**src/rtl/sd_cmd_sequencer_if.sv**
```systemverilog
// Command-request and SPI byte-engine signals of the SD command sequencer.
// The sequencer connects through the master modport; requester and byte engine use slave.
interface sd_cmd_sequencer_if;
    logic        cmd_start;
    logic [5:0]  cmd_index;
    logic [31:0] cmd_arg;
    logic        cmd_long_resp;
    logic        cmd_busy;
    logic        cmd_done;
    logic        cmd_timeout;
    logic [7:0]  resp_r1;
    logic [31:0] resp_data;
    logic        cs_n;
    logic        spi_execute;
    logic [7:0]  spi_out_word;
    logic [7:0]  spi_in_word;
    logic        spi_finished;

    modport master (
        input  cmd_start, cmd_index, cmd_arg, cmd_long_resp, spi_in_word, spi_finished,
        output cmd_busy, cmd_done, cmd_timeout, resp_r1, resp_data,
        output cs_n, spi_execute, spi_out_word
    );

    modport slave (
        output cmd_start, cmd_index, cmd_arg, cmd_long_resp, spi_in_word, spi_finished,
        input  cmd_busy, cmd_done, cmd_timeout, resp_r1, resp_data,
        input  cs_n, spi_execute, spi_out_word
    );
endinterface

```
**src/rtl/sd_cmd_sequencer.sv**
```systemverilog
// Runs one SPI-mode SD command: lead byte, CRC7-protected frame, R1 poll,
// optional 4-byte trailer and a trailing gap byte, framed by chip select.
module sd_cmd_sequencer #(
    parameter int unsigned RESP_TIMEOUT = 8
) (
    input  logic                 clk,
    input  logic                 rst_n,
    sd_cmd_sequencer_if.master   bus
);
    localparam logic [7:0] TIMEOUT_CNT = 8'(RESP_TIMEOUT);

    typedef enum logic [2:0] {IDLE, LEAD, SEND, POLL, TRAIL, GAP, DONE} state_t;
    typedef enum logic [1:0] {PH_ARM, PH_ISSUE, PH_WAIT} phase_t;

    state_t      state_q, state_d;
    phase_t      phase_q, phase_d;
    logic [2:0]  byte_q, byte_d;
    logic [7:0]  poll_q, poll_d;
    logic        cs_n_q, cs_n_d;
    logic [7:0]  out_q, out_d;
    logic        done_q, done_d;
    logic        tmo_q, tmo_d;
    logic [7:0]  r1_q, r1_d;
    logic [31:0] data_q, data_d;
    logic [6:0]  crc_q, crc_d;
    logic        accept;

    logic [5:0]  idx_q;
    logic [31:0] arg_q;
    logic        long_q;

    // CRC7, polynomial x^7+x^3+1, zero init, MSB first over the 40 header bits.
    function automatic logic [6:0] crc7(input logic [39:0] bits);
        logic [6:0] c;
        logic       fb;
        c = '0;
        for (int i = 39; i >= 0; i--) begin
            fb = bits[i] ^ c[6];
            c  = {c[5:0], 1'b0};
            if (fb) c = c ^ 7'h09;
        end
        return c;
    endfunction

    function automatic logic [7:0] frame_byte(input logic [2:0] n, input logic [5:0] idx,
                                              input logic [31:0] arg, input logic [6:0] crc);
        case (n)
            3'd0:    return {2'b01, idx};
            3'd1:    return arg[31:24];
            3'd2:    return arg[23:16];
            3'd3:    return arg[15:8];
            3'd4:    return arg[7:0];
            default: return {crc, 1'b1};
        endcase
    endfunction

    always_ff @(posedge clk or negedge rst_n) begin
        if (!rst_n) begin
            state_q <= IDLE;
            phase_q <= PH_ARM;
            byte_q  <= '0;
            poll_q  <= '0;
            cs_n_q  <= 1'b1;
            out_q   <= 8'hFF;
            done_q  <= 1'b0;
            tmo_q   <= 1'b0;
            r1_q    <= 8'hFF;
            data_q  <= '0;
            crc_q   <= '0;
        end else begin
            state_q <= state_d;
            phase_q <= phase_d;
            byte_q  <= byte_d;
            poll_q  <= poll_d;
            cs_n_q  <= cs_n_d;
            out_q   <= out_d;
            done_q  <= done_d;
            tmo_q   <= tmo_d;
            r1_q    <= r1_d;
            data_q  <= data_d;
            crc_q   <= crc_d;
        end
    end

    // Command fields are only meaningful while busy, so they need no reset.
    always_ff @(posedge clk) begin
        if (accept) begin
            idx_q  <= bus.cmd_index;
            arg_q  <= bus.cmd_arg;
            long_q <= bus.cmd_long_resp;
        end
    end

    always_comb begin
        state_d = state_q;
        phase_d = phase_q;
        byte_d  = byte_q;
        poll_d  = poll_q;
        cs_n_d  = cs_n_q;
        out_d   = out_q;
        done_d  = 1'b0;
        tmo_d   = tmo_q;
        r1_d    = r1_q;
        data_d  = data_q;
        crc_d   = crc_q;
        accept  = 1'b0;

        case (state_q)
            IDLE: begin
                if (bus.cmd_start) begin
                    accept  = 1'b1;
                    state_d = LEAD;
                    phase_d = PH_ARM;
                    cs_n_d  = 1'b0;
                    tmo_d   = 1'b0;
                    data_d  = '0;
                    out_d   = 8'hFF;
                    byte_d  = '0;
                    poll_d  = '0;
                    crc_d   = crc7({2'b01, bus.cmd_index, bus.cmd_arg});
                end
            end
            DONE: state_d = IDLE;
            default: begin
                case (phase_q)
                    PH_ARM:   phase_d = PH_ISSUE;
                    PH_ISSUE: phase_d = PH_WAIT;
                    default: begin
                        if (bus.spi_finished) begin
                            phase_d = PH_ISSUE;
                            case (state_q)
                                LEAD: begin
                                    state_d = SEND;
                                    byte_d  = '0;
                                    out_d   = frame_byte(3'd0, idx_q, arg_q, crc_q);
                                end
                                SEND: begin
                                    if (byte_q == 3'd5) begin
                                        state_d = POLL;
                                        out_d   = 8'hFF;
                                    end else begin
                                        byte_d = byte_q + 3'd1;
                                        out_d  = frame_byte(byte_q + 3'd1, idx_q, arg_q, crc_q);
                                    end
                                end
                                POLL: begin
                                    poll_d = poll_q + 8'd1;
                                    if (!bus.spi_in_word[7]) begin
                                        r1_d    = bus.spi_in_word;
                                        byte_d  = '0;
                                        state_d = long_q ? TRAIL : GAP;
                                    end else if (poll_q + 8'd1 == TIMEOUT_CNT) begin
                                        r1_d    = 8'hFF;
                                        tmo_d   = 1'b1;
                                        state_d = GAP;
                                    end
                                end
                                TRAIL: begin
                                    data_d = {data_q[23:0], bus.spi_in_word};
                                    if (byte_q == 3'd3) state_d = GAP;
                                    else                byte_d  = byte_q + 3'd1;
                                end
                                GAP: begin
                                    state_d = DONE;
                                    phase_d = PH_ARM;
                                    cs_n_d  = 1'b1;
                                    done_d  = 1'b1;
                                end
                                default: ;
                            endcase
                        end
                    end
                endcase
            end
        endcase
    end

    assign bus.spi_execute  = (phase_q == PH_ISSUE) && (state_q != IDLE) && (state_q != DONE);
    assign bus.spi_out_word = out_q;
    assign bus.cs_n         = cs_n_q;
    assign bus.cmd_busy     = (state_q != IDLE);
    assign bus.cmd_done     = done_q;
    assign bus.cmd_timeout  = tmo_q;
    assign bus.resp_r1      = r1_q;
    assign bus.resp_data    = data_q;
endmodule
```
**src/flat_wrapper.sv**
```systemverilog
// flat-port wrapper written by rule: the top's interface ports become plain ports
module sd_cmd_sequencer_flat 
#(
    parameter int unsigned RESP_TIMEOUT = 8
)
  (clk, rst_n, bus_cmd_start, bus_cmd_index, bus_cmd_arg, bus_cmd_long_resp, bus_spi_in_word, bus_spi_finished, bus_cmd_busy, bus_cmd_done, bus_cmd_timeout, bus_resp_r1, bus_resp_data, bus_cs_n, bus_spi_execute, bus_spi_out_word);
  sd_cmd_sequencer_if bus_i ();
  input  logic clk;
  input  logic rst_n;
  input wire logic [$bits(bus_i.cmd_start)-1:0] bus_cmd_start;
  input wire logic [$bits(bus_i.cmd_index)-1:0] bus_cmd_index;
  input wire logic [$bits(bus_i.cmd_arg)-1:0] bus_cmd_arg;
  input wire logic [$bits(bus_i.cmd_long_resp)-1:0] bus_cmd_long_resp;
  input wire logic [$bits(bus_i.spi_in_word)-1:0] bus_spi_in_word;
  input wire logic [$bits(bus_i.spi_finished)-1:0] bus_spi_finished;
  output wire logic [$bits(bus_i.cmd_busy)-1:0] bus_cmd_busy;
  output wire logic [$bits(bus_i.cmd_done)-1:0] bus_cmd_done;
  output wire logic [$bits(bus_i.cmd_timeout)-1:0] bus_cmd_timeout;
  output wire logic [$bits(bus_i.resp_r1)-1:0] bus_resp_r1;
  output wire logic [$bits(bus_i.resp_data)-1:0] bus_resp_data;
  output wire logic [$bits(bus_i.cs_n)-1:0] bus_cs_n;
  output wire logic [$bits(bus_i.spi_execute)-1:0] bus_spi_execute;
  output wire logic [$bits(bus_i.spi_out_word)-1:0] bus_spi_out_word;
  assign bus_i.cmd_start = bus_cmd_start;
  assign bus_i.cmd_index = bus_cmd_index;
  assign bus_i.cmd_arg = bus_cmd_arg;
  assign bus_i.cmd_long_resp = bus_cmd_long_resp;
  assign bus_i.spi_in_word = bus_spi_in_word;
  assign bus_i.spi_finished = bus_spi_finished;
  assign bus_cmd_busy = bus_i.cmd_busy;
  assign bus_cmd_done = bus_i.cmd_done;
  assign bus_cmd_timeout = bus_i.cmd_timeout;
  assign bus_resp_r1 = bus_i.resp_r1;
  assign bus_resp_data = bus_i.resp_data;
  assign bus_cs_n = bus_i.cs_n;
  assign bus_spi_execute = bus_i.spi_execute;
  assign bus_spi_out_word = bus_i.spi_out_word;
  sd_cmd_sequencer #(.RESP_TIMEOUT(RESP_TIMEOUT)) u_core (.clk(clk), .rst_n(rst_n), .bus(bus_i));
endmodule
```
**config.mk**
```make
export PLATFORM = sky130hd
export DESIGN_NAME = sd_cmd_sequencer_flat
export DESIGN_NICKNAME = d
export VERILOG_FILES = /design/src/rtl/sd_cmd_sequencer_if.sv /design/src/rtl/sd_cmd_sequencer.sv /design/src/flat_wrapper.sv
export SDC_FILE = /design/constraint.sdc
export NUM_CORES = 1
export LEC_CHECK = 0
export ABC_AREA = 1
export BUFFER_PORTS_ARGS = -buffer_cell sky130_fd_sc_hd__clkbuf_2
export CAP_MARGIN = 10
export CORE_ASPECT_RATIO = 0.6
export CORE_UTILIZATION = 35
export DETAILED_ROUTE_END_ITERATION = 10
export PLACE_DENSITY = 0.61
export SYNTH_ARGS = -nofsm -noshare
export SYNTH_HDL_FRONTEND = slang
export SYNTH_SLANG_ARGS = --single-unit
```
**constraint.sdc**
```tcl
create_clock -name clk -period 3.9 [get_ports clk]
set_clock_uncertainty 0.2 [all_clocks]
set_input_delay 0.195 -clock clk [delete_from_list [all_inputs] [get_ports clk]]
set_output_delay 0.195 -clock clk [all_outputs]
set_load 0.01 [all_outputs]
```
==> metrics.log, run 1 <==
INFO  metric status = finished clean
INFO  metric drive_above_1_share = 24.6%
INFO  metric route.vias.total = 5567
INFO  metric antennaDiodeCount = 0
INFO  metric synth.cell_area = 0.00610 mm²
INFO  metric arrival = 3.33 ns
INFO  metric design.portCount = 104
INFO  metric number_of_global_route_vias_before_repair = 5199
INFO  metric start_kind = register
INFO  metric worst_r2r_endpoint = u_core.bus.spi_out_word[4]
INFO  metric post-dp-hpwl = 12600 µm
INFO  metric wl_per_cell = 14.6 µm
INFO  metric synth_cells = 740
INFO  metric timing.hold.worst.class = primary input to register
INFO  metric timing.critical_path.required = 4.00 ns
INFO  metric worstSetupEndpointType = register
INFO  metric rsz0062_at_grt = no
INFO  metric period_needed = 3.22 ns
INFO  metric max_freq = 310 MHz
INFO  metric die_footprint = 0.0180 mm²
INFO  metric crit_fanout = 13
INFO  metric max_stage_delay = 0.56 ns
INFO  metric finish.utilization = 48.2%
INFO  metric cp_slowest_cell = nor2_1
INFO  metric crit_top_cell = nor2_1
INFO  metric ant_nets = 0
INFO  metric grt_max_degree = 75
INFO  metric number_of_buffers_on_the_longest_clock_path = 2
INFO  metric fp.coreArea = 0.0166 mm²
INFO  metric min_delay_worst_endpoint = u_core.phase_q[0]
INFO  metric synth.avg_cell_area = 8.25 µm²
INFO  metric synthMostInstantiatedCell = nand2_1
INFO  metric p_leak = 0.00402 µW
INFO  metric hold_violations = 0
INFO  metric mappedNetlistNets = 800
INFO  metric worst_r2r_path_depth = 11
INFO  metric setup_viols_final = 0
INFO  metric place_area = 0.00692 mm²
INFO  metric clock_tree.htree_level_count = 4
INFO  metric ys_top_cells_by_area = dfrtp_1 (23%), edfxtp_1 (19%), nand2_1 (12%), dfstp_2 (7.3%), inv_1 (7.1%)
INFO  metric area_leader_netlist = dfrtp_1
INFO  metric io_buffers = 103
INFO  metric ir_drop = 0.000320 V
INFO  metric slew-limit-headroom = 25.5%
INFO  metric synthDistinctLibCells = 36
INFO  metric syn2layout_area_growth = 31.3%
INFO  metric clk_latency = 0.41 ns
INFO  metric yosys_most_used_dff = dfrtp_1
INFO  metric synth_common_cells = nand2_1 (200), inv_1 (116), dfrtp_1 (57), nand3_1 (52), nand2_2 (46)
INFO  metric synth_seq_cells = 113
INFO  metric layout_worst_path_cycle_share = 82.7%
INFO  metric synth-edff-count = 39
INFO  metric drt-vias-per-instance = 4.85
INFO  metric cts_tree = built
INFO  metric first_pass_iters = 5
INFO  metric cts.sink_count = 113
INFO  metric worst_hold_path.num_cells = 6
INFO  metric die_x = 172 µm
INFO  metric synth.yosys.warnings = 0
INFO  metric cts_buffers = 17
INFO  metric timing.critical_path.buf_inv = 3
INFO  metric critPathTopFamily = simple AND/OR/NAND/NOR gates
INFO  metric finish.instance_area = 0.00802 mm²
INFO  metric gr-usage-all-layers = 19.7%
INFO  metric grt_first_pass_wirelength = 27100 µm
INFO  metric drv_cap = 0
INFO  metric asyncSetResetFlopFracSynth = 65.5%
INFO  metric worstHoldStart = bus_cmd_start
INFO  metric setup.reg_to_reg.worst_slack = 0.68 ns
INFO  metric overflow = 0
INFO  metric yosysTopAreaCellShare = 23.4%
INFO  metric violation_count_after_the_first_detailed_route_iteration = 445
INFO  metric floorplan.die.height = 104 µm
INFO  metric finish.net_count = 967
INFO  metric cts-root-buf = clkbuf_16
INFO  metric power-per-cell-area = 727 mW/mm²
INFO  metric setup.worst_path.class = register to register
INFO  metric timing.hold.ws = 0.214 ns
INFO  metric rows = 36
INFO  metric routabilityCongestion = 0.857
INFO  metric path_cells = nor2_1, inv_1, nor2_1, clkinv_1, nor2_1, inv_1, nand2_1, a21oi_1, nand3_1, nor2_1, a22oi_1
INFO  metric antenna_found_initial = 0
INFO  metric setup_tns = 0 ns
INFO  metric r2r-start = u_core.state_q[1]
INFO  metric route.detailed.drc = 0
INFO  metric synth.yosys.seq_area_share = 49.9%
INFO  metric tightest_slew = 1.11 ns
INFO  metric postRouteWirelength = 16800 µm
INFO  metric slew_viol_final = 0
INFO  metric start_util = 36.7%
INFO  metric cts.clk_slew.worst_paths = 0.05 ns
## cells by family (layout without fill, tap and decap cells)
group	count (synthesis)	count (layout)	synth area share (%)
AND/OR/NAND/NOR	359	359	27.3
XOR/XNOR	7	7	1.00
AO/OA/AOI/OAI	112	112	11.3
buffers and inverters	140	320	8.65
adder cells (fa/ha/maj)	9	9	1.85
flip-flops	113	113	49.9
## worst max-delay path by stage
stage | endpoint | depth (start not counted) | startpoint | slack [ns]
2_1_floorplan | u_core.crc_q[0] | 7 | u_core.state_q[2] | 0.74
3_3_place_gp | u_core.bus.spi_out_word[7] | 9 | u_core.byte_q[0] | 0.93
3_5_place_dp | u_core.bus.spi_out_word[5] | 11 | u_core.state_q[1] | 0.78
4_1_cts | u_core.bus.spi_out_word[5] | 11 | u_core.state_q[1] | 0.77
5_1_grt | u_core.bus.spi_out_word[7] | 11 | u_core.state_q[1] | 0.35
6_report | u_core.bus.spi_out_word[4] | 11 | u_core.state_q[1] | 0.68
## what timing repair did
action                    in CTS  in global routing
hold buffers                  49                  0
hold endpoints to repair     113                  0
gates resized for setup        0                  0
setup buffers                  0                  0
## power breakdown
group	internal (µW)	total [µW]	switching, µW
registers	1790	2050	265
logic	760	2210	1450
clock network	1050	1570	526
total	3590	5830	2240
## registers in the layout, indices dropped and copies added (netlist names), 6 cells and up
name,cells
u_core.bus.spi_out_word,8
u_core.bus.resp_r1,8
u_core.idx_q,6
u_core.arg_q,32
u_core.bus.resp_data,32
u_core.crc_q,7
u_core.poll_q,8
## worst min-delay path: cells and delay by family
family | cells | cell delay, ns
buffers and inverters | 2 | 0.17
AO/OA/AOI/OAI | 1 | 0.18
AND/OR/NAND/NOR | 3 | 0.24
## final cells by class
cell class	count	area, µm²
Inverter	130	488
Fill cell	1557	8600
Sequential cell	113	3040
Clock inverter	9	98.8
Tap cell	228	285
Clock buffer	23	510
Multi-Input combinational cell	487	2540
Timing Repair Buffer	158	1050
## routing by layer
| layer | wire [µm] | track usage (%) |
|---|---|---|
| met1 | 8990 | 31.5 |
| met2 | 6530 | 26.0 |
| met3 | 1150 | 4.45 |
| met4 | 82 | 4.74 |
| met5 | 0 | 0 |
## stage by stage
stage | std cells | setup slack, ns | power, µW
2_1_floorplan | 740 | 0.740 | 3430
3_3_place_gp | 1067 | 0.931 | 4180
3_5_place_dp | 1067 | 0.777 | 4210
4_1_cts | 1148 | 0.771 | 5830
5_1_grt | 1148 | 0.345 | 6240
6_report | 1148 | 0.676 | 5830
## cells in the final DEF, fill, tap and decap left out, drive strengths merged
cell type,n
a31oi,1
bufinv,2
nor2,26
clkbuf,125
xnor2,2
nor3,5
o41ai,1
nand2,248
ha,9
o2111ai,1
o21ai,42
a2111oi,1
dfstp,17
dlygate4sd3,49
o31ai,2
edfxtp,39
nand3b,9
a22o,3
o211ai,1
nor4,2
and3,1
dfrtp,57
nand3,60
xor2,5
inv,129
a22oi,14
buf,7
a21oi,8
a221oi,7
nand4,8
o22ai,31
clkinv,8
No activity file was read; power rests on OpenSTA's default activity.
==> run 2: changes to the inputs <==
--- a/config.mk
+++ b/config.mk
@@ -5,7 +5,7 @@
 export SDC_FILE = /design/constraint.sdc
 export NUM_CORES = 1
 export LEC_CHECK = 0
-export ABC_AREA = 1
+export ABC_AREA = 0
 export BUFFER_PORTS_ARGS = -buffer_cell sky130_fd_sc_hd__clkbuf_2
 export CAP_MARGIN = 10
 export CORE_ASPECT_RATIO = 0.6
==> constraint.sdc (replaced) <==
create_clock -name clk -period 3.2 [get_ports clk]
set_clock_uncertainty 0.2 [all_clocks]
set_input_delay 0.16 -clock clk [delete_from_list [all_inputs] [get_ports clk]]
set_output_delay 0.16 -clock clk [all_outputs]
set_load 0.01 [all_outputs]
==> metrics.log, run 2 <==
INFO  metric mappedNetlistNets = 583 (was 800)
INFO  metric slew-limit-headroom = 34.3% (was 25.5%)
INFO  metric max_stage_delay = 0.53 ns (was 0.56 ns)
INFO  metric asyncSetResetFlopFracSynth = 65.5% (unchanged)
INFO  metric route.vias.total = 4512 (was 5567)
INFO  metric io_buffers = 103 (unchanged)
INFO  metric floorplan.die.height = 100 µm (was 104 µm)
INFO  metric first_pass_iters = 8 (was 5)
INFO  metric fillerInstances = 1411 (was 1557)
INFO  metric synth.yosys.seq_area_share = 53.8% (was 49.9%)
INFO  metric multiInputGateArea = 0.00248 mm² (was 0.00254 mm²)
INFO  metric timing.critical_path.buf_inv = 2 (was 3)
INFO  metric post-dp-hpwl = 10500 µm (was 12600 µm)
INFO  metric worst_hold_path.num_cells = 4 (was 6)
INFO  metric rsz0062_at_grt = no (unchanged)
INFO  metric timing.hold.ws = 0.0463 ns (was 0.214 ns)
INFO  metric design.portCount = 104 (unchanged)
INFO  metric syn2layout_area_growth = 32.8% (was 31.3%)
INFO  metric setup_viols_final = 0 (unchanged)
INFO  metric synth.cell_area = 0.00566 mm² (was 0.00610 mm²)
INFO  metric setup.reg_to_reg.worst_slack = 0.55 ns (was 0.68 ns)
INFO  metric synth_cells = 523 (was 740)
INFO  metric min_delay_worst_endpoint = u_core.bus.cs_n (was u_core.phase_q[0])
INFO  metric post_cts.resized_instances = 0 (unchanged)
INFO  metric tightest_slew = 0.986 ns (was 1.11 ns)
INFO  metric synth_compound_gate_area_share = 15.7% (was 11.3%)
INFO  metric synth.yosys.warnings = 0 (unchanged)
INFO  metric start_kind = primary input (was register)
INFO  metric cts.sink_count = 113 (unchanged)
INFO  metric clock_tree.htree_level_count = 4 (unchanged)
INFO  metric synth-edff-count = 39 (unchanged)
INFO  metric clk_latency = 0.40 ns (was 0.41 ns)
INFO  metric mostFrequentLayoutCells = clkbuf_2 (102), nand2_1 (101), o21ai_0 (67) (was nand2_1 (200), inv_1 (116), clkbuf_2 (102))
INFO  metric cp_slowest_cell = dlygate4sd3_1 (was nor2_1)
INFO  metric routabilityCongestion = 0.875 (was 0.857)
INFO  metric antennaDiodeCount = 0 (unchanged)
INFO  metric worstHoldStart = bus_cmd_start (unchanged)
INFO  metric finish.net_count = 737 (was 967)
INFO  metric drv_cap = 0 (unchanged)
INFO  metric yosys.area_share.xor_xnor = 14.1% (was 1.00%)
INFO  metric synthAdderAreaFrac = 2.17% (was 1.85%)
INFO  metric multiplexer_share_of_the_synthesized_area = 0.376% (was 0%)
INFO  metric wl_per_cell = 16.7 µm (was 14.6 µm)
INFO  metric antenna_found_initial = 0 (unchanged)
INFO  metric fp.coreArea = 0.0155 mm² (was 0.0166 mm²)
INFO  metric number_of_global_route_vias_before_repair = 4376 (was 5199)
INFO  metric area_leader_netlist = dfrtp_1 (unchanged)
INFO  metric violation_count_after_the_first_detailed_route_iteration = 395 (was 445)
INFO  metric number_of_buffers_on_the_longest_clock_path = 2 (unchanged)
INFO  metric ant_nets = 0 (unchanged)
INFO  metric path_cells = dlygate4sd3_1, clkbuf_2, xnor3_1, xnor3_1, xnor3_2, xnor2_1, xnor2_1, xnor2_1, o21ai_1 (was nor2_1, inv_1, nor2_1, clkinv_1, nor2_1, inv_1, nand2_1, a21oi_1, nand3_1, nor2_1, a22oi_1)
INFO  metric ys_top_cells_by_area = dfrtp_1 (25%), edfxtp_1 (21%), dfstp_2 (7.9%), nand2_1 (6.7%), o21ai_0 (5.9%) (was dfrtp_1 (23%), edfxtp_1 (19%), nand2_1 (12%), dfstp_2 (7.3%), inv_1 (7.1%))
INFO  metric ir_drop = 0.000409 V (was 0.000320 V)
INFO  metric synth.avg_cell_area = 10.8 µm² (was 8.25 µm²)
INFO  metric hold_violations = 0 (unchanged)
INFO  metric power-per-cell-area = 864 mW/mm² (was 727 mW/mm²)
INFO  metric worst_r2r_endpoint = u_core.state_q[0] (was u_core.bus.spi_out_word[4])
INFO  metric grt_max_degree = 75 (unchanged)
INFO  metric route.detailed.drc = 4 (was 0)
INFO  metric worst_r2r_path_depth = 7 (was 11)
INFO  metric place_area = 0.00640 mm² (was 0.00692 mm²)
INFO  metric setup_tns = 0 ns (unchanged)
INFO  metric grt_first_pass_wirelength = 24000 µm (was 27100 µm)
INFO  metric worstSetupEndpointType = register (unchanged)
INFO  metric synth_simple_gate_area_share = 11.4% (was 27.3%)
INFO  metric rows = 35 (was 36)
INFO  metric drive_above_1_share = 24.7% (was 24.6%)
INFO  metric die_x = 166 µm (was 172 µm)
INFO  metric layout_commonest_cell = clkbuf_2 (was nand2_1)
INFO  metric drt-vias-per-instance = 5.06 (was 4.85)
INFO  metric arrival = 2.94 ns (was 3.33 ns)
INFO  metric cp-startpoint = bus_cmd_index[4] (was u_core.state_q[1])
INFO  metric die_footprint = 0.0167 mm² (was 0.0180 mm²)
INFO  metric crit_top_cell = xnor2_1 (was nor2_1)
INFO  metric synthMostInstantiatedCell = nand2_1 (unchanged)
INFO  metric synth_seq_cells = 113 (unchanged)
INFO  metric start_util = 36.4% (was 36.7%)
INFO  metric period_needed = 2.88 ns
INFO  metric timing.hold.worst.class = primary input to register (unchanged)
INFO  metric yosysTopAreaCellShare = 25.2% (was 23.4%)
INFO  metric layout_worst_path_cycle_share = 90.0%
INFO  metric failed_checks = DRC
INFO  metric cts.clk_slew.worst_paths = 0.05 ns (about the same)
INFO  metric cts_buffers = 17 (unchanged)
INFO  metric yosys_most_used_dff = dfrtp_1 (unchanged)
INFO  metric critPathTopFamily = XOR/XNOR gates (was simple AND/OR/NAND/NOR gates)
INFO  metric setup.worst_path.class = primary input to register (was register to register)
INFO  metric crit_fanout = 3 (was 13)
INFO  metric p_leak = 0.00325 µW (was 0.00402 µW)
INFO  metric area.sequential = 0.00304 mm² (unchanged)
INFO  metric synthDistinctLibCells = 49 (was 36)
INFO  metric synth_common_cells = nand2_1 (101), o21ai_0 (67), dfrtp_1 (57), edfxtp_1 (39), xnor2_1 (34) (was nand2_1 (200), inv_1 (116), dfrtp_1 (57), nand3_1 (52), nand2_2 (46))
INFO  metric finish.instance_area = 0.00751 mm² (was 0.00802 mm²)
INFO  metric cts-root-buf = clkbuf_16 (unchanged)
INFO  metric overflow = 0 (unchanged)
INFO  metric synth_top_family_by_area = compound AO/OA/AOI/OAI gates (was simple AND/OR/NAND/NOR gates)
INFO  metric finish.utilization = 48.3% (was 48.2%)
INFO  metric postRouteWirelength = 14900 µm (was 16800 µm)
INFO  metric status = finished with violations (was finished clean)
INFO  metric gr-usage-all-layers = 18.7% (was 19.7%)
INFO  metric timing.critical_path.required = 3.26 ns (was 4.00 ns)
INFO  metric r2r-start = u_core.byte_q[0] (was u_core.state_q[1])
INFO  metric max_freq = 347 MHz
INFO  metric slew_viol_final = 0 (unchanged)
INFO  metric cts_tree = built (unchanged)
==> run 2: cell count changes in the layout (fill, tap and decap cells not counted), sizes merged, moves of 12 or more <==
cell and delta:
nand2 -147, inv -118, nand3 -53, xnor2 +36
o21ai +30, o22ai -29, a21oi +12, a22oi -12
xnor3 +12
==> run 2: layout make-up <==
cell class                      instances  share of cell area [%]
Inverter                               11                   0.550
Timing Repair Buffer                  160                    14.2
Clock buffer                           19                    5.76
Multi-Input combinational cell        374                    33.0
Tap cell                              203                    3.38
Sequential cell                       113                    40.5
Clock inverter                         12                    2.53
==> run 2: through the flow <==
step | setup WS (ns) | total power [µW] | instances
final | 0.320 | 6490 | 892
after global routing | 0.216 | 6880 | 892
after CTS | 0.329 | 6530 | 892
after detailed placement | 0.458 | 4440 | 812
after global placement | 0.551 | 4380 | 812
after floorplan | 0.506 | 3740 | 523
==> run 2: per-layer routing <==
metal / global-route usage, % / up-vias / wire [µm]
li1: - / 2171 / -
met1: 27.7 / 2178 / 7470
met4: 5.75 / 0 / 114
met2: 25.8 / 151 / 5970
met3: 5.81 / 12 / 1300
met5: 0 / - / 0
==> run 2: worst register-to-register path, stage by stage, from the launching register on <==
cell	delay, ns
dfrtp_1	0.43
ha_1	0.25
ha_1	0.37
a22oi_1	0.23
o22ai_1	0.11
o21ai_0	0.59
nor3_1	0.11
a211o_1	0.25
==> run 2: where the power goes <==
group,leakage [µW],switching [µW],internal (µW)
clock,0.000302,643,1370
combinational,0.00165,1280,1080
sequential,0.00130,255,1870
total,0.00325,2180,4320
==> run 2: what timing repair did <==
item / in CTS / in global routing
endpoints found under the setup margin: 0 / 0
hold buffers: 49 / 0
buffers inserted: 0 / 0
endpoints found under the hold margin: 114 / 0
==> run 2: worst max path at each step <==
stage / cells after the start / endpoint
final: 9 / u_core.crc_q[4]
after global routing: 9 / u_core.crc_q[3]
after CTS: 9 / u_core.crc_q[4]
after detailed placement: 8 / u_core.crc_q[4]
after global placement: 8 / u_core.crc_q[3]
after floorplan: 5 / u_core.arg_q[0]
==> run 2: cells by family after synthesis <==
logic type / after synthesis
muxes: 2
xor gates and xnor gates: 65
buffers and inverters: 36
DFF: 113
adders and majority gates: 10
AOI/OAI and AO/OA: 142
and+or+nand+nor: 155
